`src/rtl/sio_pkg.sv`:
```
// Shared definitions for the SIO terminal: register word offsets, STAT/CTRL
// bit positions and the shifter state encodings.
package sio_pkg;

   localparam logic [2:0] REG_DATA = 3'd0;
   localparam logic [2:0] REG_STAT = 3'd1;
   localparam logic [2:0] REG_CTRL = 3'd2;
   localparam logic [2:0] REG_BAUD = 3'd3;

   localparam int STAT_RXV = 0;
   localparam int STAT_TXF = 1;
   localparam int STAT_TXE = 2;
   localparam int STAT_OVR = 3;
   localparam int STAT_FE  = 4;

   localparam int CTRL_RXIE = 0;
   localparam int CTRL_TXIE = 1;
   localparam int CTRL_FLOW = 2;

   typedef enum logic {
      TX_IDLE,
      TX_SEND
   } tx_state_t;

   typedef enum logic [1:0] {
      RX_IDLE,
      RX_START,
      RX_DATA,
      RX_STOP
   } rx_state_t;

endpackage

```
`src/rtl/sio_fifo.sv`:
```
// Byte-wide synchronous FIFO with first-word fall-through read data.
// A push while full or a pop while empty is ignored.
module sio_fifo #(
   parameter int AW = 4
) (
   input  logic          i_clk,
   input  logic          i_rst_n,
   input  logic          i_push,
   input  logic [7:0]    i_wdata,
   input  logic          i_pop,
   output logic [7:0]    o_rdata,
   output logic          o_full,
   output logic          o_empty,
   output logic [AW:0]   o_count
);
   localparam int DEPTH = 1 << AW;
   localparam logic [AW:0] FULL_CNT = (AW+1)'(DEPTH);

   logic [7:0]    r_mem [DEPTH];
   logic [AW-1:0] r_wrPtr;
   logic [AW-1:0] r_rdPtr;
   logic [AW:0]   r_count;
   logic          w_doPush;
   logic          w_doPop;

   assign o_full   = (r_count == FULL_CNT);
   assign o_empty  = (r_count == '0);
   assign o_count  = r_count;
   assign o_rdata  = r_mem[r_rdPtr];
   assign w_doPush = i_push & ~o_full;
   assign w_doPop  = i_pop & ~o_empty;

   always_ff @(posedge i_clk) begin
      if (w_doPush) begin
         r_mem[r_wrPtr] <= i_wdata;
      end
   end

   always_ff @(posedge i_clk or negedge i_rst_n) begin
      if (!i_rst_n) begin
         r_wrPtr <= '0;
         r_rdPtr <= '0;
         r_count <= '0;
      end else begin
         if (w_doPush) begin
            r_wrPtr <= r_wrPtr + 1'b1;
         end
         if (w_doPop) begin
            r_rdPtr <= r_rdPtr + 1'b1;
         end
         case ({w_doPush, w_doPop})
            2'b10:   r_count <= r_count + 1'b1;
            2'b01:   r_count <= r_count - 1'b1;
            default: r_count <= r_count;
         endcase
      end
   end

endmodule

```
`src/rtl/rv_sio_unit.sv`:
```
// Memory-mapped 8N1 serial terminal: bus register file, TX/RX FIFOs and the
// bit-level transmit and receive shifters.
module rv_sio_unit
   import sio_pkg::*;
#(
   parameter int FIFO_AW = 4,
   parameter int DIV_RST = 867
) (
   input  logic        clk,
   input  logic        xreset,
   input  logic [4:0]  adr,
   input  logic        cs,
   input  logic        rdy,
   input  logic [3:0]  we,
   input  logic        re,
   output logic        irq,
   input  logic [31:0] dw,
   output logic [31:0] dr,
   output logic        txd,
   input  logic        rxd,
   input  logic        dsr,
   output logic        dtr,
   output logic        txen
);
   localparam logic [FIFO_AW:0] FIFO_DEPTH = (FIFO_AW+1)'(1 << FIFO_AW);

   logic        w_wrAcc, w_rdAcc, w_txPush, w_rxPop, w_statClr;
   logic [2:0]  w_word;
   logic [2:0]  r_ctrl;
   logic [15:0] r_baud;
   logic        r_ovr, r_fe;
   logic [31:0] r_dr, w_rdData;
   logic [4:0]  w_stat;
   logic        w_txe;

   logic [7:0]       w_txData, w_rxData;
   logic             w_txFull, w_txEmpty, w_rxFull, w_rxEmpty;
   logic [FIFO_AW:0] w_txCount, w_rxCount;

   tx_state_t   r_txState, w_txNext;
   logic        w_txStart, w_txBitEnd;
   logic [9:0]  r_txShift;
   logic [15:0] r_txCnt, r_txDiv;
   logic [3:0]  r_txBit;

   rx_state_t   r_rxState, w_rxNext;
   logic [1:0]  r_rxSync;
   logic        r_rxPrev, w_rxS, w_rxHalfHit, w_rxTake, w_rxDone;
   logic [16:0] w_rxHalf;
   logic [15:0] r_rxCnt, r_rxDiv;
   logic [2:0]  r_rxBit;
   logic [7:0]  r_rxShift;
   logic        w_unused;

   assign w_word    = adr[4:2];
   assign w_wrAcc   = cs & rdy & (|we);
   assign w_rdAcc   = cs & rdy & re;
   assign w_txPush  = w_wrAcc & we[0] & (w_word == REG_DATA);
   assign w_statClr = w_wrAcc & we[0] & (w_word == REG_STAT);
   assign w_rxPop   = w_rdAcc & (w_word == REG_DATA);
   assign w_unused  = ^{adr[1:0], dw[31:16], we[3:2], w_txCount};

   sio_fifo #(.AW(FIFO_AW)) u_txFifo (
      .i_clk   (clk),
      .i_rst_n (xreset),
      .i_push  (w_txPush),
      .i_wdata (dw[7:0]),
      .i_pop   (w_txStart),
      .o_rdata (w_txData),
      .o_full  (w_txFull),
      .o_empty (w_txEmpty),
      .o_count (w_txCount)
   );

   sio_fifo #(.AW(FIFO_AW)) u_rxFifo (
      .i_clk   (clk),
      .i_rst_n (xreset),
      .i_push  (w_rxDone),
      .i_wdata (r_rxShift),
      .i_pop   (w_rxPop),
      .o_rdata (w_rxData),
      .o_full  (w_rxFull),
      .o_empty (w_rxEmpty),
      .o_count (w_rxCount)
   );

   assign w_txe  = w_txEmpty & (r_txState == TX_IDLE);
   assign w_stat = {r_fe, r_ovr, w_txe, w_txFull, ~w_rxEmpty};
   assign irq    = (r_ctrl[CTRL_RXIE] & ~w_rxEmpty) | (r_ctrl[CTRL_TXIE] & w_txe);
   assign dtr    = (w_rxCount != FIFO_DEPTH);
   assign dr     = r_dr;

   always_ff @(posedge clk or negedge xreset) begin
      if (!xreset) begin
         r_ctrl <= '0;
         r_baud <= 16'(DIV_RST);
      end else if (w_wrAcc) begin
         if ((w_word == REG_CTRL) && we[0]) begin
            r_ctrl <= dw[2:0];
         end
         if (w_word == REG_BAUD) begin
            if (we[0]) r_baud[7:0]  <= dw[7:0];
            if (we[1]) r_baud[15:8] <= dw[15:8];
         end
      end
   end

   // A flag raised by the receiver in the same cycle as a clear wins.
   always_ff @(posedge clk or negedge xreset) begin
      if (!xreset) begin
         r_ovr <= 1'b0;
         r_fe  <= 1'b0;
      end else begin
         if (w_statClr && dw[STAT_OVR]) r_ovr <= 1'b0;
         if (w_statClr && dw[STAT_FE])  r_fe  <= 1'b0;
         if (w_rxDone && w_rxFull)      r_ovr <= 1'b1;
         if (w_rxDone && !w_rxS)        r_fe  <= 1'b1;
      end
   end

   always_comb begin
      w_rdData = '0;
      case (w_word)
         REG_DATA: if (!w_rxEmpty) w_rdData = {24'd0, w_rxData};
         REG_STAT: w_rdData = {27'd0, w_stat};
         REG_CTRL: w_rdData = {29'd0, r_ctrl};
         REG_BAUD: w_rdData = {16'd0, r_baud};
         default:  w_rdData = '0;
      endcase
   end

   always_ff @(posedge clk or negedge xreset) begin
      if (!xreset) begin
         r_dr <= '0;
      end else if (w_rdAcc) begin
         r_dr <= w_rdData;
      end
   end

   always_ff @(posedge clk or negedge xreset) begin
      if (!xreset) begin
         r_txState <= TX_IDLE;
      end else begin
         r_txState <= w_txNext;
      end
   end

   always_comb begin
      w_txNext   = r_txState;
      w_txStart  = 1'b0;
      w_txBitEnd = 1'b0;
      case (r_txState)
         TX_IDLE: begin
            if (!w_txEmpty && (!r_ctrl[CTRL_FLOW] || dsr)) begin
               w_txStart = 1'b1;
               w_txNext  = TX_SEND;
            end
         end
         TX_SEND: begin
            if (r_txCnt == r_txDiv) begin
               w_txBitEnd = 1'b1;
               if (r_txBit == 4'd9) w_txNext = TX_IDLE;
            end
         end
         default: w_txNext = TX_IDLE;
      endcase
   end

   // Divisor is re-latched at every bit boundary so BAUD writes never stretch a bit in flight.
   always_ff @(posedge clk or negedge xreset) begin
      if (!xreset) begin
         r_txShift <= '1;
         r_txCnt   <= '0;
         r_txDiv   <= '0;
         r_txBit   <= '0;
      end else if (w_txStart) begin
         r_txShift <= {1'b1, w_txData, 1'b0};
         r_txCnt   <= '0;
         r_txDiv   <= r_baud;
         r_txBit   <= '0;
      end else if (w_txBitEnd) begin
         r_txShift <= {1'b1, r_txShift[9:1]};
         r_txCnt   <= '0;
         r_txDiv   <= r_baud;
         r_txBit   <= r_txBit + 1'b1;
      end else if (r_txState == TX_SEND) begin
         r_txCnt   <= r_txCnt + 1'b1;
      end
   end

   assign txen = (r_txState == TX_SEND);
   assign txd  = (r_txState == TX_SEND) ? r_txShift[0] : 1'b1;

   always_ff @(posedge clk or negedge xreset) begin
      if (!xreset) begin
         r_rxSync  <= 2'b11;
         r_rxPrev  <= 1'b1;
         r_rxState <= RX_IDLE;
      end else begin
         r_rxSync  <= {r_rxSync[0], rxd};
         r_rxPrev  <= r_rxSync[1];
         r_rxState <= w_rxNext;
      end
   end

   assign w_rxS       = r_rxSync[1];
   assign w_rxHalf    = ({1'b0, r_rxDiv} + 17'd1) >> 1;
   assign w_rxHalfHit = (({1'b0, r_rxCnt} + 17'd1) >= w_rxHalf);

   always_comb begin
      w_rxNext = r_rxState;
      w_rxTake = 1'b0;
      w_rxDone = 1'b0;
      case (r_rxState)
         RX_IDLE: begin
            if (r_rxPrev && !w_rxS) w_rxNext = RX_START;
         end
         RX_START: begin
            if (w_rxHalfHit) w_rxNext = w_rxS ? RX_IDLE : RX_DATA;
         end
         RX_DATA: begin
            if (r_rxCnt == r_rxDiv) begin
               w_rxTake = 1'b1;
               if (r_rxBit == 3'd7) w_rxNext = RX_STOP;
            end
         end
         RX_STOP: begin
            if (r_rxCnt == r_rxDiv) begin
               w_rxDone = 1'b1;
               w_rxNext = RX_IDLE;
            end
         end
         default: w_rxNext = RX_IDLE;
      endcase
   end

   // Counter restarts at the mid-start sample so data bits are sampled one full period apart.
   always_ff @(posedge clk or negedge xreset) begin
      if (!xreset) begin
         r_rxCnt   <= '0;
         r_rxDiv   <= '0;
         r_rxBit   <= '0;
         r_rxShift <= '0;
      end else if (r_rxState == RX_IDLE) begin
         r_rxCnt   <= '0;
         r_rxDiv   <= r_baud;
         r_rxBit   <= '0;
      end else if ((r_rxState == RX_START) && w_rxHalfHit) begin
         r_rxCnt   <= '0;
      end else if (w_rxTake) begin
         r_rxShift <= {w_rxS, r_rxShift[7:1]};
         r_rxCnt   <= '0;
         r_rxBit   <= r_rxBit + 1'b1;
      end else begin
         r_rxCnt   <= r_rxCnt + 1'b1;
      end
   end

endmodule

```
`config.mk`:
```
export PLATFORM = sky130hd
export DESIGN_NAME = rv_sio_unit
export DESIGN_NICKNAME = d
export VERILOG_FILES = /design/src/rtl/sio_pkg.sv /design/src/rtl/sio_fifo.sv /design/src/rtl/rv_sio_unit.sv
export SDC_FILE = /design/constraint.sdc
export NUM_CORES = 1
export LEC_CHECK = 0
export CAP_MARGIN = 10
export CORE_UTILIZATION = 60
export DETAILED_ROUTE_END_ITERATION = 16
export PLACE_DENSITY = 0.79
export SYNTH_ARGS = -nofsm -noshare
export SYNTH_HDL_FRONTEND = slang
export SYNTH_SLANG_ARGS = --single-unit
export TNS_END_PERCENT = 50
```
`constraint.sdc`:
```
create_clock -name clk -period 4.1 [get_ports clk]
set_input_delay 0.615 -clock clk [delete_from_list [all_inputs] [get_ports clk]]
set_output_delay 0.615 -clock clk [all_outputs]
set_load 0.01 [all_outputs]
```
# Word level (Yosys, flattened, before mapping)
# Memory sizes are Yosys's and may differ from the RTL's.
# Cells that the tools add are included.
# totals
reg_bits	174
ramBits	256
inputBits	48
out_inout_bits	36
wordCells	161
memories	2
# memory_table
memory	words	word_bits	rd	rd_clocked_by_memory_dff	wr	line	rtl
u_rxFifo.r_mem	16	8	1	0	1	sio_fifo.sv:19	logic [7:0] r_mem [DEPTH];
u_txFifo.r_mem	16	8	1	0	1	sio_fifo.sv:19	
# classes
addsub	14
n_lt_le_gt_ge	1
eq_ne	23
mux	45
bitwise	22
reduce_logical	30
# op_table
op	count
16-bit two-way mux	8
32-bit one-hot mux with 4 select lines	1
16-bit by 1-bit adder with 17-bit output, second input constant	2
16-bit by 1-bit adder with 16-bit output, second input constant	2
16-bit == test	2
4-bit by 1-bit adder with 4-bit output, second input constant	5
10-bit two-way mux	2
5-bit one-hot mux with 2 select lines	2
1-bit two-way mux	18
17-bit by 16-bit greater-or-equal comparator with 1-bit output	1
1-bit AND	14
2-bit two-way mux	6
2-bit inequality test, second input constant	6
2-bit nonzero test	6
5-bit by 1-bit adder with 5-bit output, second input constant	2
5-bit == test, second input constant	2
5-bit zero test	2
5-bit by 1-bit subtractor with 5-bit output, second input constant	2
3-bit two-way mux	3
3-bit AND reduction	3
2-bit == test, second input constant	4
1-bit logical AND	8
4-bit two-way mux	2
8-bit two-way mux	1
19 further kinds	31

# Depth between registers and ports, before layout
# depth
word_depth	8
depth_mapped	14
ltp_nobuf	13

# Modules after synthesis
# A second synthesis with hierarchy kept.
# unflattened
hier_cells	1279
area_unflattened_um2	18388.9
# by_module_without_submodules
module	instances	cells_per_inst	area_each_um2	seq_area_each_um2
sio_fifo	2	332	5779.3	4169.0
rv_sio_unit	1	615	6830.3	3300.7

# Worst setup path after synthesis
# Ideal clock, no wire load.
# synth_path
path_type	in2reg
start	in cs
end	reg u_rxFifo.r_count[4] (netlist: u_rxFifo.o_count[4])
setup_ns	0.080
arrival_ns	2.972
required_ns	4.020
slack_ns	1.048
cell_stages	12
path_buffers	1
cell_sequence	nand3_1 a211o_1 nor3_1 clkbuf_1 ha_1 inv_1 fa_1 nor2b_1 o21ai_0 and3_1 nor3_1 xnor2_1
# synth_via
elab_chain_cells	6
word_cells_on_any_way	8
cone_classes	eq/ne (2); mux (1); bitwise (4); reduce/logical (1)
# synth_lines
item	line	rtl
start, declared	rv_sio_unit.sv:12	input logic cs,
1-bit AND (*) (2 in a row)	rv_sio_unit.sv:57	assign w_rdAcc = cs & rdy & re;
1-bit AND (*)	rv_sio_unit.sv:60	assign w_rxPop = w_rdAcc & (w_word == REG_DATA);
1-bit AND (*)	sio_fifo.sv:31	assign w_doPop = i_pop & ~o_empty;
net u_rxFifo.w_doPop	sio_fifo.sv:24	logic w_doPop;
2-bit by 1-bit == test with 1-bit output or 2-bit == test (tied branches)	sio_fifo.sv:51	case ({w_doPush, w_doPop})
5-bit one-hot mux with 2 select lines or 2-bit nonzero test (tied branches)	-	
end signal, assigned	sio_fifo.sv:52	2'b10: r_count <= r_count + 1'b1;
end signal, assigned	sio_fifo.sv:53	2'b01: r_count <= r_count - 1'b1;
end signal, assigned	sio_fifo.sv:54	default: r_count <= r_count;
end, declared	sio_fifo.sv:22	logic [AW:0] r_count;
# Mark *: on every way through the listed nets, which the timed path passes. The rest lies on a longest branch.
# A chain may end at the register's enable or synchronous reset.

# Worst setup path in the final report
# layout_path
start	reg u_rxFifo.r_count[1] (netlist: u_rxFifo.o_count[1])
end	reg u_rxFifo.r_count[4] (netlist: u_rxFifo.o_count[4])
# layout_via
elab_chain_cells	5
word_cells_on_any_way	12
cone_classes	add/sub (2); eq/ne (3); mux (1); bitwise (4); reduce/logical (2)
# layout_lines
item	line
5-bit == test or 5-bit zero test (tied branches)	sio_fifo.sv:26, sio_fifo.sv:27
1-bit inverter (on tied branches)	sio_fifo.sv:30, sio_fifo.sv:31
1-bit AND (on tied branches)	sio_fifo.sv:30, sio_fifo.sv:31
2-bit by 1-bit == test with 1-bit output or 2-bit == test (tied branches)	sio_fifo.sv:51
5-bit one-hot mux with 2 select lines or 2-bit nonzero test (tied branches)	-
# Parallel ways exist; a longest one is shown, timed or not.

==> results.tsv <==
metric	value	unit
dpl ws	560	ps
Crit Path Class	reg2reg	
crit share post-route	0.870	
CP max FO	15	
# rows	63	
Cell Area, Synth	18200	um2
Routed Antenna Nets	0	
Syn. warnings	0	
number of enable flip-flop cells after synthesis	256	
fraction of registers with async set/reset	0.380	
initial core utilization	0.612	
worst slew pin tran	1100	ps
first-pass GRT wire length	59000	um
TritonCTS clock tree	done	
placed inst area	19200	um2
Tot GR Track Use	0.251	
FF+latch count, synth	413	
PwrDens	571	nW/um2
Final Util	0.688	
Detailed Place HPWL	24000	um
initial antenna violation count	0	
vias after detailed routing	10200	
H-tree levels	2	
CTS Hold Bufs	0	
Final Setup Violations	0	
vias in the first global route	10400	
Seq/Total Area, Yosys	0.638	
Seq. cell area	11600	um2
placer congestion estimate	0.827	
clock sink count	413	
CTS clock-pin slew for the worst setup and hold paths	70	ps
most common flop cell mapped by yosys	edfxtp_1	
CP cell instances	nor4_1 > buf_4 > nand2_1 > and3_1 > and2_1 > inv_1 > ha_1 > inv_1 > fa_1 > nor2b_1 > o21ai_0 > and3_1 > nor3_1 > xnor2_1	
commonest non-fill, non-tap cells in the layout	256 x edfxtp_1, 137 x dfrtp_1, 73 x mux4_2, 72 x mux2_2, 57 x xnor2_1	
fin. max-slew vios	0	
largest stage delay on the critical path	420	ps
FMAX	280	MHz
fin area	20500	um2
I/O pin cnt	84	
postcts setup bufs	0	
CTS root buffer	clkbuf_16	
Fill cells	1958	
HP Class	in2async	
final setup margin	533	ps
Critical Path RT	4560	ps
slew margin rel.	0.269	
core region area	29800	um2
Fin. Hold Viols	0	
area taken by multi-input logic gates	6180	um2
synthesis-to-layout area growth	12.4	%
pin count of the biggest net entering global routing	71	
Die ar.	31100	um2
clock latency at the later pin of the worst-skew pair	530	ps
vias per cell	6.19	
largest buffer count on any clock path	3	
layout cells sized above 1	0.213	
die height	176	um
ant diodes	0	
outcome	finished clean	
DRC violations left	0	
Peak VDD IR	0.528	mV
CP endpoint kind	flop	
Syn Area/Cell	15.8	um2
startpoint class of the critical path	flop	
setup TNS	0	ps
WP data arrival	4030	ps
DR iter-0 viols	893	
gr ovfl total	0	
Routed Wire Length	37100	um
Netlist cell types	69	
cts repair resizes	0	
Final Power	0.0117	W
Leakage	7.53	nW
Mapped Cells	1158	
clock skew	14.2	ps
die width	176	um
CTS Buf Count	42	
WL per Instance	22.5	um
Final nets	1318	
RSZ-0062 raised after global routing	false	
reported max-cap violation count	0	
Tmin final	3570	ps
CP max-delay cell	dfrtp_1	
port bufs	47	
drt pass-1 iters	7	
commonest non-fill, non-tap cell in the layout	edfxtp_1	
==> cells by family after synthesis <==
kind of cell	synth area share
flops	0.638
simple gates	0.0721
mux	0.143
compound gates	0.0461
buf+inv	0.0287
xor+xnor	0.0416
fa+ha+maj	0.0303
other cells	0.000205
==> worst max-delay path, delay by kind of cell (launching register included) <==
kind,cells,cell delay [ps]
AOI/OAI and AO/OA,1,100
buffers and inverters,3,590
xor gates and xnor gates,1,140
and+or+nand+nor,7,1540
adders and majority gates,2,720
DFF,1,420
==> state kept, by name, indices dropped and copies added, names as in the netlist, 3 cells and up, named ones only <==
name,cells
dr,16
r_baud,16
r_ctrl,3
r_rxBit,3
r_rxCnt,16
r_rxDiv,16
r_rxShift,8
r_txBit,4
r_txCnt,16
r_txDiv,16
r_txShift,9
u_rxFifo.o_count,5
u_rxFifo.r_mem,128
u_rxFifo.r_rdPtr,4
u_rxFifo.r_wrPtr,4
u_txFifo.o_count,5
u_txFifo.r_mem,128
u_txFifo.r_rdPtr,4
u_txFifo.r_wrPtr,4
==> cell type report <==
cell class,instances,area share
sequential,413,0.568
clock buffer,62,0.0574
timing repair buffer,79,0.0359
clock inverter,15,0.00738
multi-input combinational,657,0.302
tap,390,0.0238
inverter,34,0.00622
==> per-layer routing <==
metal	track usage	vias to the layer above	share of wire
li1	-	4586	-
met1	0.359	5219	0.43
met2	0.414	347	0.50
met3	0.0308	64	0.056
met4	0.0643	0	0.019
met5	0	-	0
==> where the power goes <==
part	internal (W)	switching, W	total, W
clock	0.00218	0.00152	0.00370
combinational	0.00132	0.00114	0.00246
sequential	0.00488	0.000664	0.00555
total	0.00838	0.00333	0.0117
==> worst paths after layout <==
path                                     startpoint                   to  slack, ps  cells after the start
min in group clk                        r_rxSync[0]          r_rxSync[1]        360                      0
worst min-delay path                         xreset          r_txCnt[14]        110                      1
worst min register to register          r_rxSync[0]          r_rxSync[1]        360                      0
worst max register to register  u_rxFifo.o_count[1]  u_rxFifo.o_count[4]        530                     14
worst max-delay path            u_rxFifo.o_count[1]  u_rxFifo.o_count[4]        530                     14
max in group asynchronous                    xreset            r_baud[1]       3070                      2
==> cell usage after synthesis, types with 6 or more instances <==
cell type	count	area, um2
a21o_1	7	52.6
a21oi_1	28	140
a22o_1	12	105
a31oi_1	8	50.1
and3_1	13	81.3
and4_1	6	52.6
and4b_1	9	90.1
buf_1	7	26.3
buf_2	11	55.1
buf_4	17	128
buf_6	6	67.6
clkbuf_1	25	93.8
dfrtp_1	139	3480
dfstp_2	18	473
edfxtp_1	256	7690
ha_1	41	513
inv_1	32	120
mux2_2	72	811
mux2i_1	11	110
mux4_2	73	1640
nand2_1	45	169
nand3_1	21	105
nand4_1	24	150
nor2_1	34	128
nor3_1	16	80.1
nor3b_1	15	113
nor4_1	9	56.3
o21ai_0	22	110
o22ai_1	7	43.8
o31ai_1	8	60.1
or3_1	6	37.5
or4_1	9	67.6
xnor2_1	57	499
xor2_1	26	228
==> stage by stage <==
stage               cells  hold WS (ps)
floorplan            1173           319
CTS                  1650           112
detailed placement   1573           347
global route         1650           148
global placement     1573           346
finish               1650           106
(Power assumes the default switching activity.)
